`config.mk`:
```
export PLATFORM = sky130hd
export DESIGN_NAME = regfile_sequencer
export DESIGN_NICKNAME = d
export VERILOG_FILES = /design/src/rtl/regfile_sequencer_pkg.sv /design/src/rtl/regfile_sequencer.sv
export SDC_FILE = /design/constraint.sdc
export NUM_CORES = 1
export LEC_CHECK = 0
export ABC_AREA = 1
export BUFFER_PORTS_ARGS = -buffer_cell sky130_fd_sc_hd__buf_4
export CAP_MARGIN = 10
export CORE_ASPECT_RATIO = 1.4
export CORE_MARGIN = 1
export CORE_UTILIZATION = 48
export CTS_CLUSTER_SIZE = 10
export DETAILED_ROUTE_END_ITERATION = 7
export PLACE_DENSITY_LB_ADDON = 0.12
export SLEW_MARGIN = 0
export SYNTH_ARGS = -nofsm -noshare
export SYNTH_HDL_FRONTEND = slang
export SYNTH_SLANG_ARGS = --single-unit
```
`constraint.sdc`:
```
create_clock -name clk -period 1.7 [get_ports clk]
set_input_delay 0.17 -clock clk [delete_from_list [all_inputs] [get_ports clk]]
set_output_delay 0.17 -clock clk [all_outputs]
set_load 0.02 [all_outputs]
```
`src/rtl/regfile_sequencer_pkg.sv`:
```
// Shared regfile/ALU control encodings and the sequencer state type.
// Port codes for destination and read-select are fixed by the regfile.
package globals;

  localparam int WORDLEN = 16;

  localparam logic [3:0] DST_R0   = 4'h0;
  localparam logic [3:0] DST_R1   = 4'h1;
  localparam logic [3:0] DST_R2   = 4'h2;
  localparam logic [3:0] DST_R3   = 4'h3;
  localparam logic [3:0] DST_R4   = 4'h4;
  localparam logic [3:0] DST_R5   = 4'h5;
  localparam logic [3:0] DST_R6   = 4'h6;
  localparam logic [3:0] DST_R7   = 4'h7;
  localparam logic [3:0] DST_NONE = 4'hF;

  localparam logic [3:0] SBUS_R0       = 4'h0;
  localparam logic [3:0] SBUS_R1       = 4'h1;
  localparam logic [3:0] SBUS_R2       = 4'h2;
  localparam logic [3:0] SBUS_R3       = 4'h3;
  localparam logic [3:0] SBUS_R4       = 4'h4;
  localparam logic [3:0] SBUS_R5       = 4'h5;
  localparam logic [3:0] SBUS_R6       = 4'h6;
  localparam logic [3:0] SBUS_R7       = 4'h7;
  localparam logic [3:0] SBUS_ADDCONST = 4'h8;

  localparam logic [1:0] OP_NOP = 2'd0;
  localparam logic [1:0] OP_MOV = 2'd1;
  localparam logic [1:0] OP_LDC = 2'd2;
  localparam logic [1:0] OP_ALU = 2'd3;

  typedef enum logic [1:0] {
    IDLE   = 2'd0,
    READ_A = 2'd1,
    READ_B = 2'd2,
    WRITE  = 2'd3
  } seq_state_t;

  function automatic logic [3:0] dst_of(input logic [2:0] r);
    return DST_R0 + {1'b0, r};
  endfunction

  function automatic logic [3:0] sbus_of(input logic [2:0] r);
    return SBUS_R0 + {1'b0, r};
  endfunction

endpackage

```
`src/rtl/regfile_sequencer.sv`:
```
// Expands one register-transfer command into read-A / read-B / write-back
// cycles on the regfile control bus; every control output is registered.
module regfile_sequencer #(
  parameter int WORDLEN = globals::WORDLEN,
  parameter int IMMW    = 12
) (
  input  logic            clk,
  input  logic            rst_n,
  input  logic            cmd_valid,
  output logic            cmd_ready,
  input  logic [1:0]      cmd_op,
  input  logic [2:0]      cmd_rd,
  input  logic [2:0]      cmd_rs1,
  input  logic [2:0]      cmd_rs2,
  input  logic [2:0]      cmd_fn,
  input  logic [IMMW-1:0] cmd_imm,
  output logic [3:0]      ctl_dest,
  output logic [3:0]      ctl_sbus,
  output logic [IMMW-1:0] ctl_address,
  output logic            ctl_latch_a,
  output logic            ctl_latch_b,
  output logic [2:0]      ctl_alu_fn,
  output logic            ctl_wb_sel,
  output logic            done
);
  import globals::*;

  // The constant is driven onto the datapath, so it cannot be wider than a word.
  if (IMMW > WORDLEN) begin : g_immw_check
    $error("IMMW must not exceed WORDLEN");
  end

  seq_state_t      state_q;
  logic            ready_q;
  logic [3:0]      dest_q;
  logic [3:0]      sbus_q;
  logic [IMMW-1:0] addr_q;
  logic            la_q;
  logic            lb_q;
  logic [2:0]      alu_fn_q;
  logic            wb_q;
  logic            done_q;

  // Fields still needed after READ_A; rs1/imm are consumed at acceptance.
  logic [1:0]      op_q;
  logic [2:0]      rd_q;
  logic [2:0]      rs2_q;
  logic [2:0]      fn_q;

  logic            accept;
  assign accept = cmd_valid && ready_q;

  always_ff @(posedge clk or negedge rst_n) begin
    if (!rst_n) begin
      state_q  <= IDLE;
      ready_q  <= 1'b1;
      dest_q   <= DST_NONE;
      sbus_q   <= SBUS_R0;
      addr_q   <= '0;
      la_q     <= 1'b0;
      lb_q     <= 1'b0;
      alu_fn_q <= '0;
      wb_q     <= 1'b0;
      done_q   <= 1'b0;
      op_q     <= OP_NOP;
      rd_q     <= '0;
      rs2_q    <= '0;
      fn_q     <= '0;
    end else begin
      dest_q   <= DST_NONE;
      sbus_q   <= SBUS_R0;
      addr_q   <= '0;
      la_q     <= 1'b0;
      lb_q     <= 1'b0;
      alu_fn_q <= '0;
      wb_q     <= 1'b0;
      done_q   <= 1'b0;
      unique case (state_q)
        IDLE, WRITE: begin
          state_q <= IDLE;
          ready_q <= 1'b1;
          if (accept) begin
            op_q  <= cmd_op;
            rd_q  <= cmd_rd;
            rs2_q <= cmd_rs2;
            fn_q  <= cmd_fn;
            if (cmd_op == OP_NOP) begin
              done_q <= 1'b1;
            end else begin
              state_q <= READ_A;
              ready_q <= 1'b0;
              la_q    <= 1'b1;
              if (cmd_op == OP_LDC) begin
                sbus_q <= SBUS_ADDCONST;
                addr_q <= cmd_imm;
              end else begin
                sbus_q <= sbus_of(cmd_rs1);
              end
            end
          end
        end
        READ_A: begin
          if (op_q == OP_ALU) begin
            state_q <= READ_B;
            ready_q <= 1'b0;
            sbus_q  <= sbus_of(rs2_q);
            lb_q    <= 1'b1;
          end else begin
            state_q <= WRITE;
            ready_q <= 1'b1;
            dest_q  <= dst_of(rd_q);
            done_q  <= 1'b1;
          end
        end
        READ_B: begin
          state_q  <= WRITE;
          ready_q  <= 1'b1;
          dest_q   <= dst_of(rd_q);
          wb_q     <= 1'b1;
          alu_fn_q <= fn_q;
          done_q   <= 1'b1;
        end
        default: begin
          state_q <= IDLE;
          ready_q <= 1'b1;
        end
      endcase
    end
  end

  assign cmd_ready   = ready_q;
  assign ctl_dest    = dest_q;
  assign ctl_sbus    = sbus_q;
  assign ctl_address = addr_q;
  assign ctl_latch_a = la_q;
  assign ctl_latch_b = lb_q;
  assign ctl_alu_fn  = alu_fn_q;
  assign ctl_wb_sel  = wb_q;
  assign done        = done_q;

endmodule

```
# Word level (Yosys, flattened, before mapping)
# Index checks and enable logic that the tools add are counted.
[word_totals]
reg_bits = 41
latchBits = 0
ram_bits = 0
mem_bits_ro = 0
input_bits = 29
mem_count = 0
[classes]
n_addsub = 0
n_mul = 0
n_div = 0
n_lt_le_gt_ge = 0
n_eq_ne = 5
shift = 0
muxes = 28
n_bitwise = 0
n_reduce_logical = 5
[ops]
columns = ["operator", "count"]
rows = [
  ["$mux 12", 4],
  ["$mux 4", 4],
  ["$pmux 4 s2", 2],
  ["$mux 1", 13],
  ["$eq 2x2->1 const B", 4],
  ["$mux 3", 2],
  ["$pmux 1 s3", 2],
  ["$pmux 2 s3", 1],
  ["$logic_not 2->1", 2],
  ["$eq 2x1->1 const B", 1],
  ["$reduce_and 2->1", 1],
  ["$reduce_or 2->1", 1],
  ["$logic_and 1x1->1", 1],
]

# Logic depth before layout (Yosys ltp)
[logic_depth]
word_depth = 5
depth_mapped = 8
mapped_depth_nobuf = 7

# Worst setup path after synthesis
# No wires, ideal clock.
[synth_timing]
kind = "reg-to-reg"
start = "reg state_q[0]"
end = "reg op_q[1]"
setup_ns = 0.117
t_arrival_ns = 1.196
slack_ns = 0.387
stages_incl_launch_ff = 9
path_buffers = 1
cell_sequence = "dfrtp_1 > inv_1 > ha_1 > inv_2 > nor2_8 > inv_2 > buf_6 > nand2_1 > nand2_1"
[synth_between]
elab_chain_cells = 3
word_cells_on_any_way = 4
[synth_rtl]
columns = ["item", "line", "source"]
rows = [
  ["from (decl)", "regfile_sequencer.sv:33", "seq_state_t state_q;"],
  ["from (signal assigned)", "regfile_sequencer.sv:55", "state_q <= IDLE;"],
  ["from (signal assigned)", "regfile_sequencer.sv:80", "state_q <= IDLE;"],
  ["from (signal assigned)", "regfile_sequencer.sv:90", "state_q <= READ_A;"],
  ["$eq 2x2->1 / $logic_not 2->1 (equally long branches)", "regfile_sequencer.sv:78", "unique case (state_q)"],
  ["$reduce_or 2->1 (*)", "regfile_sequencer.sv:78", ""],
  ["$reduce_and 2->1 (no line) (*)", "-", ""],
  ["to (signal assigned)", "regfile_sequencer.sv:83", "op_q <= cmd_op;"],
  ["to (decl)", "regfile_sequencer.sv:45", "logic [1:0] op_q;"],
]
# Every way passes the cells marked *; elsewhere a longest branch is shown, timed or not.
# A chain may end at the register's enable or synchronous reset.

# Worst setup path in the final report
[layout_timing]
start = "reg state_q[0]"
end = "reg sbus_q[3], in the netlist ctl_sbus[3]"
[layout_between]
elab_chain_cells = 3
word_cells_on_any_way = 5
[layout_rtl]
columns = ["item", "line", "source"]
rows = [
  ["$eq 2x2->1 / $logic_not 2->1 (equally long branches)", "regfile_sequencer.sv:78", ""],
  ["$reduce_or 2->1", "regfile_sequencer.sv:78", ""],
  ["$pmux 4 s2 (*)", "regfile_sequencer.sv:78", ""],
  ["to (signal assigned)", "regfile_sequencer.sv:97", "sbus_q <= sbus_of(cmd_rs1);"],
  ["to (signal assigned)", "regfile_sequencer.sv:106", "sbus_q <= sbus_of(rs2_q);"],
  ["to (decl)", "regfile_sequencer.sv:36", "logic [3:0] sbus_q;"],
]
# Marked as above.

==> metrics.csv <==
metric,value,unit
CTS root buffer,clkbuf_8,
CTS sink count,41,
Final Skew,2.791,ps
Placer Congestion,0.8195,
final worst path period need,1513,ps
WHS Path Cells,3,
period utilization,89.02,%
post-DP HPWL,2147,um
Final Non-Filler Cells,257,
arrival time at the worst endpoint,1720,ps
CP Cell Sequence,inv_1 -> ha_1 -> inv_2 -> nor2_8 -> nand3_4 -> nor2_1,
1st-pass router iterations,4,
final worst slack,186.7,ps
P&R area growth vs syn,36.73,%
Netlist cell types,18,
Ports,57,
power density cells,1632,nW/um2
mean area per synthesized cell,10.22,um2
Die H,70.19,um
Final Setup Violations,0,
Starting Density,50.56,%
Routed WL,2863,um
final instance area,2180,um2
number of global-route vias before repair,1186,
"Remaining Overflow, GRT",0,
Achievable Freq,660.8,MHz
Die Span X,50.71,um
Worst R2R Path Depth,6,
GRT busiest layer,met2,
layout net count,249,
max_cap viols,0,
Post-Syn Nets,188,
R2R Path End,ctl_sbus[3]$_DFF_PN0_,
H-Tree Depth,2,
Critical-path top delay cell,dfrtp_1,
placed cell count,248,
antenna-violating nets left,0,
worst skew pair latency,280,ps
first-pass GRT wire length,4850,um
DP Worst Slack,161.6,ps
final hold slack,86.71,ps
Num CTS Buffers,5,
Cells after Synth,156,
met1 GRT Util,18.72,%
Layout Utilization,69.13,%
peak supply drop,0.001285,V
Slew Limit Headroom,67.11,%
CP Launch Type,flop,
Core Region,3153,um2
Clock Path Buffers,2,
via count,1199,
Hold/Removal Path Class,in2reg,
area of the mapped netlist,1594,um2
aggregate global-route resource usage,18.48,%
Worst setup EP type,flop,
hold_sp,cmd_fn[1],
Global Route met3 Usage,8.279,%
outcome,"finished, final reports clean",
Antenna diodes,0,
largest net degree at the start of global routing,42,
CTS tree,built,
Clock transition at path regs,80,ps
DIE AREA,3559,um2
worst r2r src,state_q[0]$_DFF_PN0_,
CP max FO,13,
hold endpoint,fn_q[1]$_DFFE_PN0P_,
r2r setup slk,190,ps
RSZ-0062 raised after global routing,no,
vias per cell,4.665,
max incr delay on CP,390,ps
total power,3.558,mW
IO buf count,56,
post-cts gate resize count,0,
post-route DRC violation count,0,
Rows,24,
"Seq/Total Area, Yosys",64.76,%
area of placed instances,2036,um2
actual slew at the worst max-slew pin,493.4,ps
routed len/inst,11.14,um
layout cell share with drive strength beyond 1,38.53,%
Crit Path Class,reg2reg,
met2 Use GR,33.19,%
Final Max Tran Viols,0,
initial antenna violation count,0,
Critical Path RT,1910,ps
final setup TNS,0,ps
final hold vios,0,
P_leak,1.244,nW
Initial DRC Count,62,
"FF+latch count, synth",41,
Yosys warning total,0,
cell type report:
| class | instances | area (um2) |
|---|---|---|
| Clock inverter | 3 | 65.06 |
| Multi-Input combinational cell | 86 | 432.9 |
| Clock buffer | 5 | 68.82 |
| Inverter | 25 | 93.84 |
| Timing Repair Buffer | 58 | 437.9 |
| Sequential cell | 41 | 1032 |
| Tap cell | 39 | 48.80 |
| Fill cell | 254 | 973.4 |
what timing repair did:
item | in CTS | in global routing
buffers inserted | 0 | 0
hold endpoints to repair | 36 | 0
hold buffers | 1 | 0
synth_stat cells:
cell      n  area, um2
a21oi_1   3      15.01
nor2_2    9      56.30
nand4_1   3      18.77
nor2_4    1      11.26
nand3_4   1      17.52
dfstp_2   5      131.4
o21ai_0   6      30.03
ha_1      3      37.54
nor2_8    1      20.02
dfrtp_1  36      900.9
nand3_1   4      20.02
inv_2     2      7.510
buf_2     1      5.000
nor2_1    8      30.03
nand2_1  47      176.4
buf_4     1      7.510
inv_1    23      86.33
buf_6     2      22.52
flip-flops by register name, summed over array words and instances, names as in the netlist:
register,flops
ctl_address,12
done,1
ctl_wb_sel,1
ctl_dest,4
fn_q,3
op_q,2
state_q,2
ctl_alu_fn,3
cmd_ready,1
rs2_q,3
rd_q,3
ctl_latch_b,1
ctl_sbus,4
ctl_latch_a,1
worst max-delay path, delay by kind of cell, from the launching register on:
family,cells,cell delay (ps)
adder cells (fa/ha/maj),1,310
flip-flops,1,390
AND/OR/NAND/NOR,3,590
buffers and inverters,2,150
layer usage:
metal	vias to the layer above	part of all wire, %
met5	-	0
met4	0	0.59
met3	2	7.0
met2	41	57
met1	570	35
li1	586	-
report_power, final:
group / switching, mW / total (mW) / internal [mW]
sequential: 0.145 / 1.46 / 1.32
clock: 0.313 / 0.896 / 0.583
combinational: 0.745 / 1.20 / 0.455
total: 1.20 / 3.56 / 2.36
worst max path at each step:
stage                     depth (start not counted)  slack [ps]                 start                    end
after floorplan                                   8         390  state_q[0]$_DFF_PN0_    op_q[1]$_DFFE_PN0P_
after global placement                            6         270  state_q[0]$_DFF_PN0_  ctl_sbus[3]$_DFF_PN0_
after detailed placement                          6         160  state_q[0]$_DFF_PN0_  ctl_sbus[3]$_DFF_PN0_
after CTS                                         6         150  state_q[0]$_DFF_PN0_  ctl_sbus[3]$_DFF_PN0_
after global routing                              7          50  state_q[0]$_DFF_PN0_    cmd_ready$_DFF_PN1_
final                                             6         190  state_q[0]$_DFF_PN0_  ctl_sbus[3]$_DFF_PN0_
cell usage in the layout, fill, tap and decap left out:
cell type      count
buf_4             57
nand2_1           47
dfrtp_1           36
inv_1             23
nor2_2             9
nor2_1             8
o21ai_0            6
clkbuf_8           5
dfstp_2            5
nand3_1            4
nand4_1            3
a21oi_1            3
ha_1               3
inv_2              2
bufinv_16          2
nor2_8             1
nand3_4            1
nor2_4             1
clkinv_2           1
dlygate4sd3_1      1
kinds of logic after synthesis:
group	synth area share [%]
fa+ha+maj	2.355
buf+inv	8.085
flops	64.76
compound gates	2.826
simple gates	21.98
Power figures use the tool's default switching activity.
